`src/rtl/pe_pkg.sv`:
```
// Shared types and constants for the PE weight-load path.
package pe_pkg;

  typedef enum logic [1:0] {
    StIdle,
    StLoad,
    StDone
  } state_e;

  localparam logic [31:0] WeightBaseDefault = 32'h0000_0000;
  localparam int unsigned WeightWordWidth   = 64;

endpackage

```
`src/rtl/pe_weight_loader.sv`:
```
// Streams one load job of weight words into a selected PE through its load port,
// strobing load_weight one-hot per accepted word and pulsing done at job end.
module pe_weight_loader
  import pe_pkg::*;
#(
  parameter int unsigned pWEIGHT_DATA_WIDTH = WeightWordWidth,
  parameter int unsigned pNUM_PE            = 4,
  parameter int unsigned pCOUNT_WIDTH       = 16,
  parameter int unsigned pADDR_STEP         = 1,
  localparam int unsigned SelW              = (pNUM_PE > 1) ? $clog2(pNUM_PE) : 1
) (
  input  logic                          clk,
  input  logic                          rst,
  input  logic                          start,
  input  logic [SelW-1:0]               cfg_pe_sel,
  input  logic [31:0]                   cfg_base_addr,
  input  logic [pCOUNT_WIDTH-1:0]       cfg_word_count,
  input  logic                          abort,
  input  logic [pNUM_PE-1:0]            pe_busy,
  input  logic                          s_valid,
  input  logic [pWEIGHT_DATA_WIDTH-1:0] s_data,
  output logic                          s_ready,
  output logic [pNUM_PE-1:0]            load_weight,
  output logic [31:0]                   weight_addr,
  output logic [pWEIGHT_DATA_WIDTH-1:0] weight_data,
  output logic                          busy,
  output logic                          done,
  output logic                          cfg_err,
  output logic [pCOUNT_WIDTH-1:0]       words_loaded
);

  localparam logic [31:0]             AddrStep = 32'(pADDR_STEP);
  localparam logic [pCOUNT_WIDTH-1:0] CountOne = pCOUNT_WIDTH'(1);

  state_e                          state_q;
  logic [SelW-1:0]                 sel_q;
  logic [31:0]                     next_addr_q;
  logic [pCOUNT_WIDTH-1:0]         count_q;
  logic [pCOUNT_WIDTH-1:0]         words_q;
  logic                            zero_job_q;
  logic [pNUM_PE-1:0]              load_weight_q;
  logic [31:0]                     weight_addr_q;
  logic [pWEIGHT_DATA_WIDTH-1:0]   weight_data_q;
  logic                            done_q;
  logic                            cfg_err_q;

  logic                            sel_in_range;
  logic                            sel_pe_busy;
  logic                            start_ok;
  logic                            ready_w;
  logic                            xfer;
  logic                            last_xfer;
  logic [pNUM_PE-1:0]              sel_onehot;

  always_comb begin
    sel_in_range = 32'(cfg_pe_sel) < pNUM_PE;
    sel_pe_busy  = 1'b0;
    if (sel_in_range) begin
      sel_pe_busy = pe_busy[cfg_pe_sel];
    end
    start_ok = sel_in_range && !sel_pe_busy;

    ready_w   = (state_q == StLoad) && (words_q != count_q);
    // Abort wins over a same-cycle handshake: that word is never written.
    xfer      = s_valid && ready_w && !abort;
    last_xfer = xfer && ((words_q + CountOne) == count_q);

    sel_onehot        = '0;
    sel_onehot[sel_q] = 1'b1;
  end

  always_ff @(posedge clk) begin
    if (rst) begin
      state_q       <= StIdle;
      sel_q         <= '0;
      next_addr_q   <= WeightBaseDefault;
      count_q       <= '0;
      words_q       <= '0;
      zero_job_q    <= 1'b0;
      load_weight_q <= '0;
      weight_addr_q <= '0;
      weight_data_q <= '0;
      done_q        <= 1'b0;
      cfg_err_q     <= 1'b0;
    end else begin
      load_weight_q <= '0;
      done_q        <= 1'b0;
      cfg_err_q     <= 1'b0;
      unique case (state_q)
        StIdle: begin
          if (start) begin
            if (!start_ok) begin
              cfg_err_q <= 1'b1;
            end else begin
              sel_q       <= cfg_pe_sel;
              next_addr_q <= cfg_base_addr;
              count_q     <= cfg_word_count;
              words_q     <= '0;
              zero_job_q  <= (cfg_word_count == '0);
              state_q     <= (cfg_word_count == '0) ? StDone : StLoad;
            end
          end
        end
        StLoad: begin
          if (abort) begin
            state_q <= StIdle;
          end else if (xfer) begin
            load_weight_q <= sel_onehot;
            weight_addr_q <= next_addr_q;
            weight_data_q <= s_data;
            words_q       <= words_q + CountOne;
            next_addr_q   <= next_addr_q + AddrStep;
            if (last_xfer) begin
              // done rides with the final strobe; DONE then lasts that one cycle.
              done_q  <= 1'b1;
              state_q <= StDone;
            end
          end
        end
        StDone: begin
          // Empty jobs never strobed, so their done is raised on leaving DONE.
          done_q  <= zero_job_q;
          state_q <= StIdle;
        end
        default: state_q <= StIdle;
      endcase
    end
  end

  assign s_ready      = ready_w;
  assign load_weight  = load_weight_q;
  assign weight_addr  = weight_addr_q;
  assign weight_data  = weight_data_q;
  assign busy         = (state_q != StIdle);
  assign done         = done_q;
  assign cfg_err      = cfg_err_q;
  assign words_loaded = words_q;

endmodule

```
`config.mk`:
```
export PLATFORM = sky130hd
export DESIGN_NAME = pe_weight_loader
export DESIGN_NICKNAME = d
export VERILOG_FILES = /design/src/rtl/pe_pkg.sv /design/src/rtl/pe_weight_loader.sv
export SDC_FILE = /design/constraint.sdc
export NUM_CORES = 1
export LEC_CHECK = 0
export CELL_PAD_IN_SITES_DETAIL_PLACEMENT = 1
export CELL_PAD_IN_SITES_GLOBAL_PLACEMENT = 1
export CORE_UTILIZATION = 33
export DETAILED_ROUTE_END_ITERATION = 6
export MAX_ROUTING_LAYER = met4
export PLACE_DENSITY = 0.89
export SKIP_LAST_GASP = 1
export SLEW_MARGIN = 10
export SYNTH_ARGS = -nofsm -noshare
export SYNTH_HDL_FRONTEND = slang
export SYNTH_SLANG_ARGS = --single-unit
```
`constraint.sdc`:
```
create_clock -name clk -period 2.5 [get_ports clk]
set_input_delay 0.25 -clock clk [delete_from_list [all_inputs] [get_ports clk]]
set_output_delay 0.25 -clock clk [all_outputs]
set_load 0.01 [all_outputs]
```
=== After elaboration in Yosys (flattened, before gate mapping) ===
Index checks and enable logic that the tools add are counted.

* Bits in registers: 171
* Logic and storage cells: 74
* Bits of input ports: 123
* Output and inout port bits: 120

* Magnitude comparators: 3
* Reduce and logical (&&, ||, !) cells: 16
* Mux-type cells: 26
* Bitwise logic cells: 6
* Equal/unequal tests: 10
* Add/subtract/negate cells: 2

{| class="wikitable"
|+ Operators by type and width
! operator !! number
|-
| $mux W32 || 4
|-
| $mux W16 || 4
|-
| $pmux W32 S2 || 1
|-
| $add A32 B1 Y32 const B || 1
|-
| $pmux W16 S2 || 1
|-
| $add A16 B1 Y16 const B || 1
|-
| $eq A16 B16 Y1 || 1
|-
| $logic_not A16 Y1 || 1
|-
| $ne A16 B16 Y1 || 1
|-
| $mux W2 || 6
|-
| $ne A2 B2 Y1 const B || 4
|-
| $lt A2 B3 Y1 const B || 2
|-
| $mux W1 || 6
|-
| $ne A3 B3 Y1 const B || 2
|-
| $not A1 Y1 || 6
|-
| $reduce_and A3 Y1 || 2
|-
| $logic_and A1 B1 Y1 || 5
|-
| $reduce_and A5 Y1 || 1
|-
| $pmux W2 S2 || 1
|-
| $reduce_and A4 Y1 || 1
|-
| $reduce_bool A2 Y1 || 2
|-
| $reduce_or A4 Y1 || 1
|-
| $reduce_or A3 Y1 || 1
|-
| $bmux W1 S2 || 1
|-
| other kinds (7) || 7
|}

=== Depth between registers and ports, before layout ===
Gate-level depths: netlist of the first run.

* Depth in word-level cells: 9
* Mapped depth: 11
* Gate-level depth less buffers: 9

=== Worst setup path after synthesis of the first run ===
No wires, ideal clock.

* Kind: flip-flop to flip-flop
* Start: register words_q[0] (netlist: words_loaded[0])
* End: register state_q[0]
* Data required time: 2.426 ns
* Path buffers: 1
* Slack: 0.072 ns
* Arrival: 2.354 ns
* Clock period less this slack: 2.428 ns
* Cell stages (with the launch flop): 10
* Path through: dfxtp_1 -> ha_1 -> clkbuf_1 -> nand3_1 -> nor4_2 -> mux2i_1 -> mux2i_1 -> a22o_1 -> o221a_2 -> a31oi_1

* Cells in the longest elaborated chain, start to end: 7

{| class="wikitable"
|+ RTL lines
! element !! RTL line !! RTL
|-
| from (decl) || pe_weight_loader.sv:39 || <nowiki>logic [pCOUNT_WIDTH-1:0] words_q;</nowiki>
|-
| from (signal assigned) || pe_weight_loader.sv:111 || <nowiki>words_q <= words_q + CountOne;</nowiki>
|-
| parallel branches: the longest is 6 deep, another holds $add A16 B1 Y16 || n/a ||
|-
| $reduce_and A4 Y1 (no line) * || n/a ||
|-
| to (signal assigned) || pe_weight_loader.sv:74 || <nowiki>state_q <= StIdle;</nowiki>
|-
| to (signal assigned) || pe_weight_loader.sv:100 || <nowiki>state_q <= (cfg_word_count == '0) ? StDone : StLoad;</nowiki>
|-
| to (signal assigned) || pe_weight_loader.sv:106 || <nowiki>state_q <= StIdle;</nowiki>
|-
| to (decl) || pe_weight_loader.sv:35 || <nowiki>state_e state_q;</nowiki>
|}

Mark *: on every way between the ends.
A chain may end at the register's enable or synchronous reset.

=== Worst setup path in the final report of the first run ===
* Start: register words_q[10] (netlist: words_loaded[10])
* End: output s_ready

* Cells in the longest elaborated chain, start to end: 2

{| class="wikitable"
|+ RTL lines
! element !! RTL line !! RTL
|-
| $ne A16 B16 Y1 || pe_weight_loader.sv:63 || <nowiki>ready_w = (state_q == StLoad) && (words_q != count_q);</nowiki>
|-
| $logic_and A1 B1 Y1 || pe_weight_loader.sv:63 ||
|-
| to (decl) || pe_weight_loader.sv:22 || <nowiki>output logic s_ready,</nowiki>
|}

No other way between the ends.

==> results of run 1 <==
-- synthesized netlist by cell type (5+ instances only) --
cell type  count
a211oi_1      10
a21oi_1      160
a31oi_1        6
and2_1        11
and3_1        13
buf_1          9
buf_2         15
clkbuf_1      51
dfxtp_1      171
ha_1           5
inv_1          6
nand2_1      269
nand2b_1       7
nand3_1       14
nand4_1       11
nor2_1        40
nor2b_1       17
nor3_1        19
nor4_1        10
o2111ai_1      6
o211ai_1       7
o21ai_0       44
o21ai_1        7
xnor2_1       17
xor2_1        23
-- worst min-delay path by stage --
stage	end	slack (ns)	depth (start not counted)
final	weight_data[7]	0.33	2
after detailed placement	weight_addr[12]	0.45	2
after CTS	weight_data[20]	0.32	2
after floorplan	count_q[0]	0.39	2
after global placement	weight_data[19]	0.44	2
after global routing	weight_data[27]	0.34	2
-- repair_timing --
action,in CTS,in global routing
endpoints found under the hold margin,0,0
gates resized for setup,6,37
pin swaps,2,8
gates cloned,0,2
buffers inserted,1,12
endpoints found under the setup margin,33,60
-- flip-flops by register name, summed over array words and instances, names as in the netlist --
name,count
load_weight,4
weight_data,64
count_q,16
weight_addr,32
cfg_err,1
zero_job_q,1
sel_q,2
done,1
state_q,2
next_addr_q,32
words_loaded,16
-- metrics by stage --
step | std cells | instance area [um2] | power [W]
floorplan | 1012 | 7790 | 0.00377
global placement | 1569 | 11000 | 0.00449
detailed placement | 1569 | 11000 | 0.00455
CTS | 1602 | 11600 | 0.00734
global route | 1616 | 11900 | 0.00774
finish | 1616 | 11900 | 0.00743
-- routing by layer --
layer | vias to the layer above | share of wire [%] | GRT usage [%]
met1 | 4079 | 42 | 27.7
li1 | 4024 | - | -
met5 | - | 0 | -
met3 | 53 | 4.5 | 4.00
met2 | 239 | 51 | 41.4
met4 | 0 | 2.3 | 7.98
-- layout make-up --
type | instances | area (um2) | area share (%)
timing repair buffer | 335 | 3260 | 27.4
sequential | 171 | 3440 | 28.9
tap | 313 | 392 | 3.29
inverter | 7 | 26.3 | 0.221
clock buffer | 17 | 425 | 3.58
multi-input combinational | 758 | 4160 | 35.0
clock inverter | 15 | 196 | 1.65
-- critical path: stages, from the launching register on --
cell,delay [ns]
dfxtp_1,0.53
xor2_2,0.15
nor2b_1,0.20
nand4_1,0.20
buf_4,0.22
nor3_4,0.13
nor2_2,0.07
dlygate4sd2_1,0.28
-- kinds of logic (layout without fill, tap and decap cells) --
kind of cell | count (synthesis) | count (layout) | synth area share [%]
multiplexers | 4 | 4 | 0.675
AND/OR/NAND/NOR | 443 | 443 | 26.5
XOR/XNOR | 40 | 40 | 4.50
buffers and inverters | 83 | 374 | 4.26
AO/OA/AOI/OAI | 266 | 266 | 19.4
adder cells (fa/ha/maj) | 5 | 5 | 0.803
flip-flops | 171 | 171 | 43.9
-- power by group --
group / switching [W] / internal (W) / leakage (nW)
clock network: 0.00132 / 0.00146 / 0.301
logic: 0.000852 / 0.000775 / 2.47
registers: 0.000148 / 0.00287 / 1.39
==> flow_summary.yaml, run 1 <==
grt:
  grt_util_all_layers_pct: 23.8
  grt-ovfl-total: 0
  grt_max_degree: 90
  grt_pass1_wl_mm: 44.6
  antenna_found_initial: 0
  grt_pass1_vias: 8759
run_status:
  status: "finished, final reports clean"
clocking:
  cts_tree: "built"
  postCtsHoldBufs: 0
  root_buffer: "clkbuf_16"
  clock_tree.buffer_depth: 2
  cts_buffers: 17
  clock_latency_ns: 0.43
  cts.sinks: 171
  clk_pin_slew_ns: 0.07
  htree_levels: 4
final_layout:
  fill_cells: 2712
  mostFrequentLayoutCell: "nand2_1"
  fin_util_pct: 51.9
  drive_above_1_share_pct: 13.4
  area_growth_pct: 52.7
  n_antenna_cell: 0
  mostFrequentLayoutCells: "nand2_1 (269), clkdlybuf4s50_1 (240), dfxtp_1 (164)"
  nets: 1418
synthesis:
  synth-main-ff-cell: "dfxtp_1"
  ys_seq_area_share_pct: 43.9
  synthesis.area_um2: 7790
  synth_area_leader_cell: "dfxtp_1"
  synth.area.top_cells: "dfxtp_1 (44%), nand2_1 (13%), a21oi_1 (10%)"
  synth_cell_types: 65
  synth_edf_count: 0
  ys_ff_latch: 171
  synthCells: 1012
  ys_warn_count: 0
  synthArstFlopShare_pct: 0
  postSynthAreaPerCell_um2: 7.70
  synth_top_area_share_pct: 43.9
  syn-num-nets: 1140
flow_run:
  maxCapViolCount: 0
detailed_routing:
  wl_mm: 29.3
  route.detailed.drc: 0
  via_count: 8395
  ant_nets: 0
  first_iter_violations: 463
  drt_pass1_iterations: 5
  via_per_inst: 5.19
  avgRoutedWirePerCell_um: 18.1
worst_setup_path:
  crit_path_max_fanout: 6
  r2r-end: "state_q[0]"
  worstSetupPathType: "reg -> out"
  cp.required_ns: 2.25
  arrival_ns: 2.22
  worstReg2RegStart: "words_loaded[10]"
  end_kind: "output pin"
  start_kind: "register"
  reg2reg_slack_ns: 0.07
  r2r_cells: 10
  crit_end: "s_ready"
  crit_start: "words_loaded[10]"
timing:
  timing.fmax_mhz: 405
  worst_hold_slack_ns: 0.331
  final_max_slew_viol_count: 0
  tightestPinTransition_ns: 0.587
  hold_violations: 0
  setup_tns_ns: 0
  setup_viol: 0
  timing.max_slew.rel_slack_pct: 60.9
  post-route-min-period_ns: 2.47
  period_share_pct: 98.7
  finClkSkew_ns: 0.0108
  fin_ws_ns: 0.0319
  rsz0062_at_grt: "true"
die:
  core_area_um2: 22900
  dieArea_um2: 24200
  die_x_um: 156
  fp-row-count: 55
  initial_core_util_pct: 34.0
  io_pins: 243
  die_height_um: 156
power:
  leakage_nw: 4.16
  peakVddDrop_v: 0.000415
  power_density_nw_per_um2: 624
min_path:
  worst_hold_startpoint: "rst"
  hold_path_class: "in -> reg"
placed_design:
  dp_slack_ns: -0.0994
  place.gp.congestion: 0.910
  numPortBuffers: 242
  dp_hpwl_mm: 20.2
(Power assumes the default switching activity.)
==> run 2: changes to the inputs <==
- CORE_UTILIZATION: 33 -> 30
- PLACE_DENSITY: 0.89 -> 0.85
- clock period: 2.5 -> 2.2 ns (I/O delays scaled with it)
==> run 2 against run 1 <==
The run now ends with negative setup slack left. Core utilization is essentially flat. Wire length grew 13%. Clock power grew 16%. Register-to-register slack lost 0.28 ns. Global-route usage grew 0.58 points. Cell count grew 4.6%. First-iteration DRC count grew 9.9%. Non-clock buffer count grew 57. Sequential cell count is the same. Combinational power grew 39%. Final area grew 11%. Die area grew 9.9%.
==> flow_summary.yaml, run 2 (synthesis results as in run 1) <==
grt:
  grt_util_all_layers_pct: 24.4
  grt_pass1_vias: 9325
  met3_usage_pct: 3.89
  busiest_layer: "met2"
  antenna_found_initial: 0
  grt-ovfl-total: 0
  grt_max_degree: 65
  use_met2_pct: 42.8
  grt_pass1_wl_mm: 49.1
  grtUsageMet1_pct: 27.3
timing:
  setup_viol: 144
  hold_violations: 0
  rsz0062_at_grt: "true"
  final_max_slew_viol_count: 0
  fin_ws_ns: -0.214
  period_share_pct: 110
  timing.max_slew.rel_slack_pct: 55.6
  finClkSkew_ns: 0.0150
  timing.fmax_mhz: 414
  tightestPinTransition_ns: 0.665
  post-route-min-period_ns: 2.41
power:
  p_clk_share_pct: 36.0
  seqPwrFrac_pct: 38.5
  total_power_w: 0.00892
  power_density_nw_per_um2: 679
  peakVddDrop_v: 0.000413
  internal-power_w: 0.00613
  pwr-share-comb_pct: 25.4
  switching_share_pct: 31.2
  p_switching_w: 0.00279
  leakage_nw: 4.68
detailed_routing:
  drt_pass1_iterations: 6
  route.detailed.drc: 0
  ant_nets: 0
  wl_mm: 33.1
  via_per_inst: 5.23
  first_iter_violations: 509
  avgRoutedWirePerCell_um: 19.6
  via_count: 8831
die:
  fp-row-count: 58
  initial_core_util_pct: 30.8
  core_area_um2: 25300
  die_height_um: 163
  io_pins: 243
  die_x_um: 163
  dieArea_um2: 26600
worst_setup_path:
  cp.required_ns: 2.56
  start_kind: "register"
  end_kind: "register"
  crit_path_max_fanout: 8
  worstSetupPathType: "reg -> reg"
  arrival_ns: 2.78
final_layout:
  fin_area_um2: 13100
  fill_cells: 2950
  mostFrequentLayoutCell: "nand2_1"
  seq_area_um2: 3450
  n_antenna_cell: 0
  multi_input_area_um2: 4600
  mostFrequentLayoutCells: "nand2_1 (260), clkdlybuf4s50_1 (240), dfxtp_1 (153)"
  largest_reg_flops: 64
  stdcell_count: 1690
  area_growth_pct: 68.7
  drive_above_1_share_pct: 24.0
  nets: 1475
clocking:
  clock_latency_ns: 0.44
  root_buffer: "clkbuf_16"
  postCtsHoldBufs: 0
  cts_buffers: 17
  clk_pin_slew_ns: 0.08
  htree_levels: 4
  clock_tree.buffer_depth: 2
  cts.sinks: 171
  cts_tree: "built"
run_status:
  status: "finished, violations left"
  failed_checks: "negative setup slack"
placed_design:
  place.gp.congestion: 0.885
  placed_area_um2: 11400
  dp_hpwl_mm: 21.5
  dp_cells: 1625
  numPortBuffers: 242
flow_run:
  maxCapViolCount: 0
min_path:
  hold_path_class: "in -> reg"
[run 2: cell count changes in the layout (fill, tap and decap cells not counted), moves of 6 or more]
cell     delta
dfxtp_1    -11
nand2_1     -9
nand2_2     +6
a21oi_1    -46
buf_12      +7
dfxtp_2    +10
a21oi_2    +45
buf_4      +31
[run 2: path summary, 6_finish.rpt]
check                        from               to  slack (ns)  cells past startpoint
setup / recovery  words_loaded[9]   weight_data[7]       -0.21                     11
hold / removal                rst  weight_data[16]        0.31                      2
setup reg to reg  words_loaded[9]   weight_data[7]       -0.21                     11
hold reg to reg    weight_addr[0]   weight_addr[0]        0.46                      2
[run 2: timing repair]
action | in CTS | in global routing
setup buffers | 16 | 6
endpoints found under the setup margin | 138 | 152
resized for setup | 71 | 87
gates cloned | 4 | 8
endpoints found under the hold margin | 0 | 0
pin swaps | 32 | 70
[run 2: power by group through the flow]
stage / clock [W] / sequential (W) / combinational [W]
floorplan: 0 / 0.00349 / 0.000807
global placement: 0 / 0.00347 / 0.00178
detailed placement: 0 / 0.00348 / 0.00185
CTS: 0.00328 / 0.00342 / 0.00203
global route: 0.00340 / 0.00346 / 0.00242
finish: 0.00322 / 0.00344 / 0.00227
[run 2: stage by stage]
step	setup slack (ns)	TNS, ns	utilization [%]	hold WS, ns
after floorplan	-0.0570	-0.0612	-	0.356
after global placement	-0.263	-9.28	45.1	0.440
after detailed placement	-0.362	-13.67	45.1	0.448
after CTS	-0.166	-13.59	49.7	0.293
after global routing	-0.361	-33.48	51.9	0.322
final	-0.214	-14.79	51.9	0.309
[run 2: routing by layer]
metal,up-vias,share of wire (%),wire (um)
li1,4137,-,-
met1,4331,40,13400
met2,280,52,17200
met3,83,3.9,1300
met4,0,3.7,1210
met5,-,0,0
[run 2: worst max-delay path, stage by stage (launching register included)]
cell and delay, ns:
dfxtp_2 0.36, xnor2_2 0.19, nor2b_1 0.22, nand4_1 0.20, buf_4 0.20, buf_6 0.11
o31ai_4 0.31, buf_12 0.20, buf_8 0.14, buf_12 0.12, nand2_1 0.09, a21oi_2 0.18
[run 2: cell type report]
type,instances,share of cell area [%]
inverters,7,0.200
well taps,330,3.14
repair buffers,392,30.7
flip-flops and latches,171,26.3
clock inverters,15,1.48
multi-input cells,758,35.0
clock buffers,17,3.24
